File: src/rtl/multi_timer_pkg.sv
// rtl/multi_timer_pkg.sv - shared channel state encoding and prescaler width helper
package multi_timer_pkg;

    typedef enum logic [1:0] {
        CH_IDLE   = 2'd0,
        CH_RUN    = 2'd1,
        CH_PAUSED = 2'd2
    } ch_state_e;

    // Smallest width able to hold 0..hz-1 (ceil log2, minimum 1).
    function automatic int presc_width(input int hz);
        int w;
        w = 1;
        while ((64'd1 << w) < 64'(hz)) begin
            w = w + 1;
        end
        return w;
    endfunction

endpackage

File: src/rtl/timer_channel.sv
// rtl/timer_channel.sv - one countdown channel: state, seconds count, private prescaler, expiry strobe
module timer_channel
    import multi_timer_pkg::*;
#(
    parameter int CLK_HZ  = 100_000_000,
    parameter int VALUE_W = 4
) (
    input  logic               clock,
    input  logic               reset,
    input  logic               start,
    input  logic               pause,
    input  logic [VALUE_W-1:0] value,
    output logic               expired,
    output logic               expired_pulse,
    output logic               running,
    output logic [VALUE_W-1:0] count
);

    localparam int            PW        = presc_width(CLK_HZ);
    localparam logic [PW-1:0] PRESC_MAX = PW'(CLK_HZ - 1);

    ch_state_e          state_q, state_d;
    logic [VALUE_W-1:0] count_q, count_d;
    logic [PW-1:0]      presc_q, presc_d;
    logic               pulse_q, pulse_d;

    always_ff @(posedge clock or negedge reset) begin
        if (!reset) begin
            state_q <= CH_IDLE;
            count_q <= '0;
            presc_q <= '0;
            pulse_q <= 1'b0;
        end else begin
            state_q <= state_d;
            count_q <= count_d;
            presc_q <= presc_d;
            pulse_q <= pulse_d;
        end
    end

    // start overrides everything, including a tick that would expire this cycle
    always_comb begin
        state_d = state_q;
        count_d = count_q;
        presc_d = presc_q;
        pulse_d = 1'b0;
        if (start) begin
            presc_d = '0;
            if (value != '0) begin
                state_d = CH_RUN;
                count_d = value;
            end else begin
                state_d = CH_IDLE;
                count_d = '0;
                pulse_d = 1'b1;
            end
        end else begin
            case (state_q)
                CH_RUN, CH_PAUSED: begin
                    if (pause) begin
                        state_d = CH_PAUSED;
                    end else begin
                        // the resume cycle already counts, so paused cycles are excluded exactly
                        state_d = CH_RUN;
                        if (presc_q == PRESC_MAX) begin
                            presc_d = '0;
                            count_d = count_q - VALUE_W'(1);
                            if (count_q == VALUE_W'(1)) begin
                                state_d = CH_IDLE;
                                pulse_d = 1'b1;
                            end
                        end else begin
                            presc_d = presc_q + PW'(1);
                        end
                    end
                end
                default: begin
                    state_d = CH_IDLE;
                    count_d = '0;
                    presc_d = '0;
                end
            endcase
        end
    end

    assign expired       = (state_q == CH_IDLE);
    assign running       = (state_q == CH_RUN);
    assign expired_pulse = pulse_q;
    assign count         = count_q;

endmodule

File: src/rtl/multi_timer.sv
// rtl/multi_timer.sv - N independent seconds countdown channels with shared 1 Hz strobe and blink
module multi_timer
    import multi_timer_pkg::*;
#(
    parameter int CLK_HZ  = 100_000_000,
    parameter int N_CH    = 2,
    parameter int VALUE_W = 4
) (
    input  logic                    clock,
    input  logic                    reset,
    input  logic [N_CH-1:0]         start,
    input  logic [N_CH-1:0]         pause,
    input  logic [N_CH*VALUE_W-1:0] value,
    output logic [N_CH-1:0]         expired,
    output logic [N_CH-1:0]         expired_pulse,
    output logic                    one_hz_enable,
    output logic                    blink,
    output logic [N_CH*VALUE_W-1:0] value_display
);

    localparam int            PW         = presc_width(CLK_HZ);
    localparam logic [PW-1:0] PRESC_MAX  = PW'(CLK_HZ - 1);
    localparam logic [PW-1:0] PRESC_HALF = PW'(CLK_HZ / 2 - 1);

    logic [PW-1:0]   presc_q;
    logic [N_CH-1:0] ch_running;
    logic            any_running;

    genvar i;
    generate
        for (i = 0; i < N_CH; i++) begin : g_ch
            timer_channel #(
                .CLK_HZ (CLK_HZ),
                .VALUE_W(VALUE_W)
            ) u_ch (
                .clock        (clock),
                .reset        (reset),
                .start        (start[i]),
                .pause        (pause[i]),
                .value        (value[i*VALUE_W +: VALUE_W]),
                .expired      (expired[i]),
                .expired_pulse(expired_pulse[i]),
                .running      (ch_running[i]),
                .count        (value_display[i*VALUE_W +: VALUE_W])
            );
        end
    endgenerate

    assign any_running = |ch_running;

    // free-running, unaffected by channel activity
    always_ff @(posedge clock or negedge reset) begin
        if (!reset) begin
            presc_q <= '0;
        end else if (presc_q == PRESC_MAX) begin
            presc_q <= '0;
        end else begin
            presc_q <= presc_q + PW'(1);
        end
    end

    assign one_hz_enable = (presc_q == PRESC_MAX);

    always_ff @(posedge clock or negedge reset) begin
        if (!reset) begin
            blink <= 1'b0;
        end else if (!any_running) begin
            blink <= 1'b0;
        end else if (presc_q == PRESC_HALF || presc_q == PRESC_MAX) begin
            blink <= ~blink;
        end
    end

endmodule

File: config.mk
export PLATFORM = sky130hd
export DESIGN_NAME = multi_timer
export DESIGN_NICKNAME = d
export VERILOG_FILES = /design/src/rtl/multi_timer_pkg.sv /design/src/rtl/timer_channel.sv /design/src/rtl/multi_timer.sv
export SDC_FILE = /design/constraint.sdc
export NUM_CORES = 1
export LEC_CHECK = 0
export ABC_AREA = 0
export CELL_PAD_IN_SITES_DETAIL_PLACEMENT = 0
export CELL_PAD_IN_SITES_GLOBAL_PLACEMENT = 2
export CORE_ASPECT_RATIO = 1.2
export CORE_MARGIN = 5
export CORE_UTILIZATION = 41
export CTS_CLUSTER_DIAMETER = 100
export DETAILED_ROUTE_END_ITERATION = 10
export PLACE_DENSITY_LB_ADDON = 0.1
export SYNTH_ARGS = -nofsm -noshare
export SYNTH_HDL_FRONTEND = slang
export SYNTH_SLANG_ARGS = --single-unit
File: constraint.sdc
create_clock -name clock -period 4.2 [get_ports clock]
set_input_delay 1.05 -clock clock [delete_from_list [all_inputs] [get_ports clock]]
set_output_delay 1.05 -clock clock [all_outputs]
set_load 0.01 [all_outputs]
Yosys cells after proc, flatten, opt, wreduce, memory -nomap -nowiden
Cells that the tools add are included.
{"block": "word_totals", "ff_bits": 96, "word_cells": 86}
{"block": "op_classes", "addsub": 5, "eq_ne": 15, "mux": 45, "bitwise_logic": 1, "n_reduce_logical": 10}
{"cell": "$mux W27", "count": 9}
{"cell": "$add A27 B1 Y27 const B", "count": 3}
{"cell": "$eq A27 B27 Y1 const B", "count": 3}
{"cell": "$mux W4", "count": 10}
{"cell": "$eq A27 B26 Y1 const B", "count": 1}
{"cell": "$mux W1", "count": 18}
{"cell": "$mux W2", "count": 8}
{"cell": "$eq A4 B1 Y1 const B", "count": 2}
{"cell": "$reduce_bool A4 Y1", "count": 2}
{"cell": "$sub A4 B1 Y4 const B", "count": 2}
{"cell": "$ne A3 B2 Y1 const B", "count": 2}
{"cell": "$ne A3 B3 Y1 const B", "count": 2}
{"cell": "$reduce_or A2 Y1", "count": 3}
{"cell": "$eq A2 B1 Y1 const B", "count": 2}
{"cell": "$eq A2 B2 Y1 const B", "count": 2}
{"cell": "$logic_not A2 Y1", "count": 2}
{"cell": "$reduce_and A2 Y1", "count": 2}
{"cell": "$ne A2 B1 Y1 const B", "count": 1}
{"cell": "$logic_or A1 B1 Y1", "count": 1}
{"cell": "$not A1 Y1", "count": 1}

Logic depth before layout (Yosys ltp)
{"block": "logic_depth", "depth_word": 6, "ltp_mapped": 10}

Modules after synthesis
A second synthesis with hierarchy kept.
{"block": "unflattened", "cells_unflattened": 567, "hier_area_um2": 5402.7}
{"module": "timer_channel at g_ch[1].u_ch", "n_inst": 1, "cells_each": 217, "area_per_inst_um2": 2009.4}
{"module": "timer_channel at g_ch[0].u_ch", "n_inst": 1, "cells_each": 208, "area_per_inst_um2": 1920.6}
{"module": "multi_timer", "n_inst": 1, "cells_each": 142, "area_per_inst_um2": 1472.7}

Worst setup path after synthesis
OpenSTA, ideal clock, no wires.
{"block": "synth_timing", "path_type": "register -> output", "from": "reg presc_q[0]", "to": "out one_hz_enable", "arrival_ns": 1.448, "slack_ns": 1.702, "path_stages_with_launch": 6, "n_path_buf": 1, "cell_sequence": "dfrtp_1 > ha_1 > and4_1 > clkbuf_1 > nand2_1 > nor3_1"}
{"block": "synth_via", "elab_chain_cells": 1}
{"item": "from (decl)", "line_no": "multi_timer.sv:25", "rtl": "logic [PW-1:0] presc_q;"}
{"item": "from (signal assigned)", "line_no": "multi_timer.sv:58", "rtl": "presc_q <= presc_q + PW'(1);"}
{"item": "$eq A27 B27 Y1", "line_no": "multi_timer.sv:62", "rtl": "assign one_hz_enable = (presc_q == PRESC_MAX);"}
{"item": "to (decl)", "line_no": "multi_timer.sv:16", "rtl": "output logic one_hz_enable,"}
Every way passes these cells.

Final worst setup path
Ends and elaborated chain as after synthesis.

==> impl_metrics.py <==
metrics = {
    "status": {
        "status": "finished, final reports clean",
    },
    "grt": {
        "grt_pass1_vias": 3959,
        "grt.met1_usage": 0.202,
        "grt_usage": 0.155,
        "overflow": 0,
        "grt_start_max_net_pins": 51,
        "grt_util_met3": 0.0294,
        "antenna_found_initial": 0,
        "grt_util_met2": 0.263,
        "grt_pass1_wl_mm": 19.1,
        "top_usage_layer": "met2",
    },
    "sta": {
        "final.min_clock_period_ns": 3.21,
        "hold_slack_ns": 0.488,
        "hold_violations": 0,
        "tns_ns": 0,
        "skew_ns": 0.00791,
        "relSlewSlack": 0.287,
        "fmax_ghz": 0.312,
        "period_share": 0.763,
        "tightest_slew_ns": 1.07,
        "setup_viol": 0,
        "rsz0062_at_grt": "false",
        "final_max_slew_viol_count": 0,
    },
    "place": {
        "hpwl_mm": 7.83,
        "gp_congestion": 0.801,
        "port_buffers": 27,
    },
    "yosys": {
        "synthTopCellsByCount": "dfrtp_1, nor2_1, nand2_1, xor2_1, nand3_1",
        "synth_cell_type_count": 49,
        "synth_edf_count": 0,
        "seq_area_frac_synth": 0.471,
        "synth_area_leaders": "dfrtp_1, xor2_1, nor2_1",
        "ys.flop_type": "dfrtp_1",
        "ys_seq_elements": 96,
        "synth_top_area_share": 0.471,
        "syn_nets": 566,
        "avgSynthCellArea_um2": 9.43,
        "synth_warnings": 0,
        "yosysMostFrequentCell": "dfrtp_1",
        "netlist_instances": 541,
        "synthesis.area_um2": 5100,
        "async_flop_share": 1.00,
        "yosysTopAreaCell": "dfrtp_1",
    },
    "detailed_routing": {
        "first_pass_iters": 4,
        "drt_iter0_drc": 195,
        "wl_per_cell_um": 15.0,
        "drcViolationCount": 0,
        "route.vias.total": 3870,
        "drt-total-wl_mm": 11.0,
        "antenna_left": 0,
        "vias_per_cell": 5.28,
    },
    "setup_path": {
        "worstPathArrival_ns": 2.16,
        "end_kind": "output pin",
        "required_ns": 3.15,
        "path_class": "reg -> out",
        "start_kind": "flop",
        "cp_max_fo": 12,
    },
    "floorplanning": {
        "die_width_um": 112,
        "boundaryPins": 28,
        "initial_core_util": 0.419,
        "fp-row-count": 44,
        "core-area_um2": 12200,
        "fp.dieH_um": 132,
        "dieArea_um2": 14800,
    },
    "pwr": {
        "max-vdd-ir-drop_v": 0.000177,
        "totalPowerFinal_mw": 1.87,
        "leakage_nw": 2.39,
        "powerDensity_nw_per_um2": 323,
    },
    "clock_tree": {
        "clock_latency_ns": 0.34,
        "postCtsHoldBufs": 0,
        "cts.path.max_buffers": 2,
        "clock-root-buffer": "clkbuf_16",
        "cts_setup_buffers": 0,
        "cts_resized": 0,
        "cts.clk_slew.worst_paths_ns": 0.07,
        "tritoncts": "built",
        "cts_sinks": 96,
        "cts_buffers": 9,
        "htree_levels": 3,
    },
    "finish": {
        "fillers": 1224,
        "nets": 592,
        "diodes": 0,
        "synthToLayoutAreaGrowth_pct": 13.6,
        "layout-drive-gt1-share": 0.0542,
    },
    "flow_run": {
        "maxCapViolCount": 0,
    },
    "worst_hold_path": {
        "hold_class": "reg -> reg",
    },
}
cells in the final DEF (no fill, tap or decap), types with 4 or more instances in the layout:
master,count
xor2_1,47
nor2_1,82
or4_1,5
nor4_1,14
nor4b_1,4
dfrtp_1,96
nor2b_1,7
and4_1,10
clkbuf_16,9
and3_1,13
buf_4,6
or3_1,6
a21oi_1,10
nand3_1,44
xnor2_1,23
ha_1,11
inv_1,19
nor3_1,9
nand2_1,48
nand4_1,28
o21ai_0,10
clkdlybuf4s50_1,26
sequential cells by signal, indices dropped and copies added (netlist names):
name,count
g_ch.u_ch.presc_q,54
presc_q,27
g_ch.u_ch.count,8
g_ch.u_ch.state_q,4
g_ch.u_ch.expired_pulse,2
blink,1
power by group:
part	internal [mW]	switching (mW)	total [mW]
logic	0.0599	0.0902	0.150
registers	0.939	0.0143	0.953
clock network	0.420	0.350	0.769
path summary, 6_finish.rpt:
check,cells past startpoint,startpoint,to,slack (ns)
setup / recovery,6,presc_q[0],one_hz_enable,0.99
setup reg to reg,5,g_ch[0].u_ch.presc_q[12],g_ch[0].u_ch.presc_q[24],1.43
min in group asynchronous,1,reset,presc_q[18],0.73
hold / removal,1,presc_q[0],presc_q[0],0.49
max in group asynchronous,2,reset,presc_q[8],2.69
hold reg to reg,1,presc_q[0],presc_q[0],0.49
critical path: stages (launching register included):
cell             delay [ns]
dfrtp_1                0.38
ha_1                   0.23
and4_1                 0.20
buf_4                  0.18
nand2_1                0.10
nor3_1                 0.16
clkdlybuf4s50_1        0.56
cells by family after synthesis:
group                    Yosys count  share of synthesized area
AO/OA/AOI/OAI                     38                     0.0498
XOR/XNOR                          70                      0.120
adder cells (fa/ha/maj)           11                     0.0270
buffers and inverters             36                     0.0329
flip-flops                        96                      0.471
multiplexers                       1                    0.00196
AND/OR/NAND/NOR                  289                      0.298
stage by stage:
step / area, um^2 / std cells / util / worst slack, ns
after global placement: 5520 / 717 / 0.454 / 0.928
after global routing: 5800 / 733 / 0.476 / 0.834
after detailed placement: 5520 / 717 / 0.454 / 0.873
after CTS: 5800 / 733 / 0.476 / 0.953
final: 5800 / 733 / 0.476 / 0.994
after floorplan: 5100 / 541 / - / 1.70
metal layers:
| layer | vias to the layer above | part of all wire |
|---|---|---|
| met5 | - | 0 |
| met4 | 0 | 0.011 |
| met3 | 11 | 0.027 |
| met2 | 43 | 0.49 |
| met1 | 1867 | 0.47 |
| li1 | 1949 | - |
final cells by class:
cell class	count	area, um^2	share of cell area
multi-input combinational	409	2540	0.438
sequential	96	2400	0.415
timing repair buffer	32	305	0.0527
clock buffer	12	246	0.0425
tap	161	201	0.0348
inverter	19	71.3	0.0123
clock inverter	4	30.0	0.00518
Power figures use the tool's default switching activity.
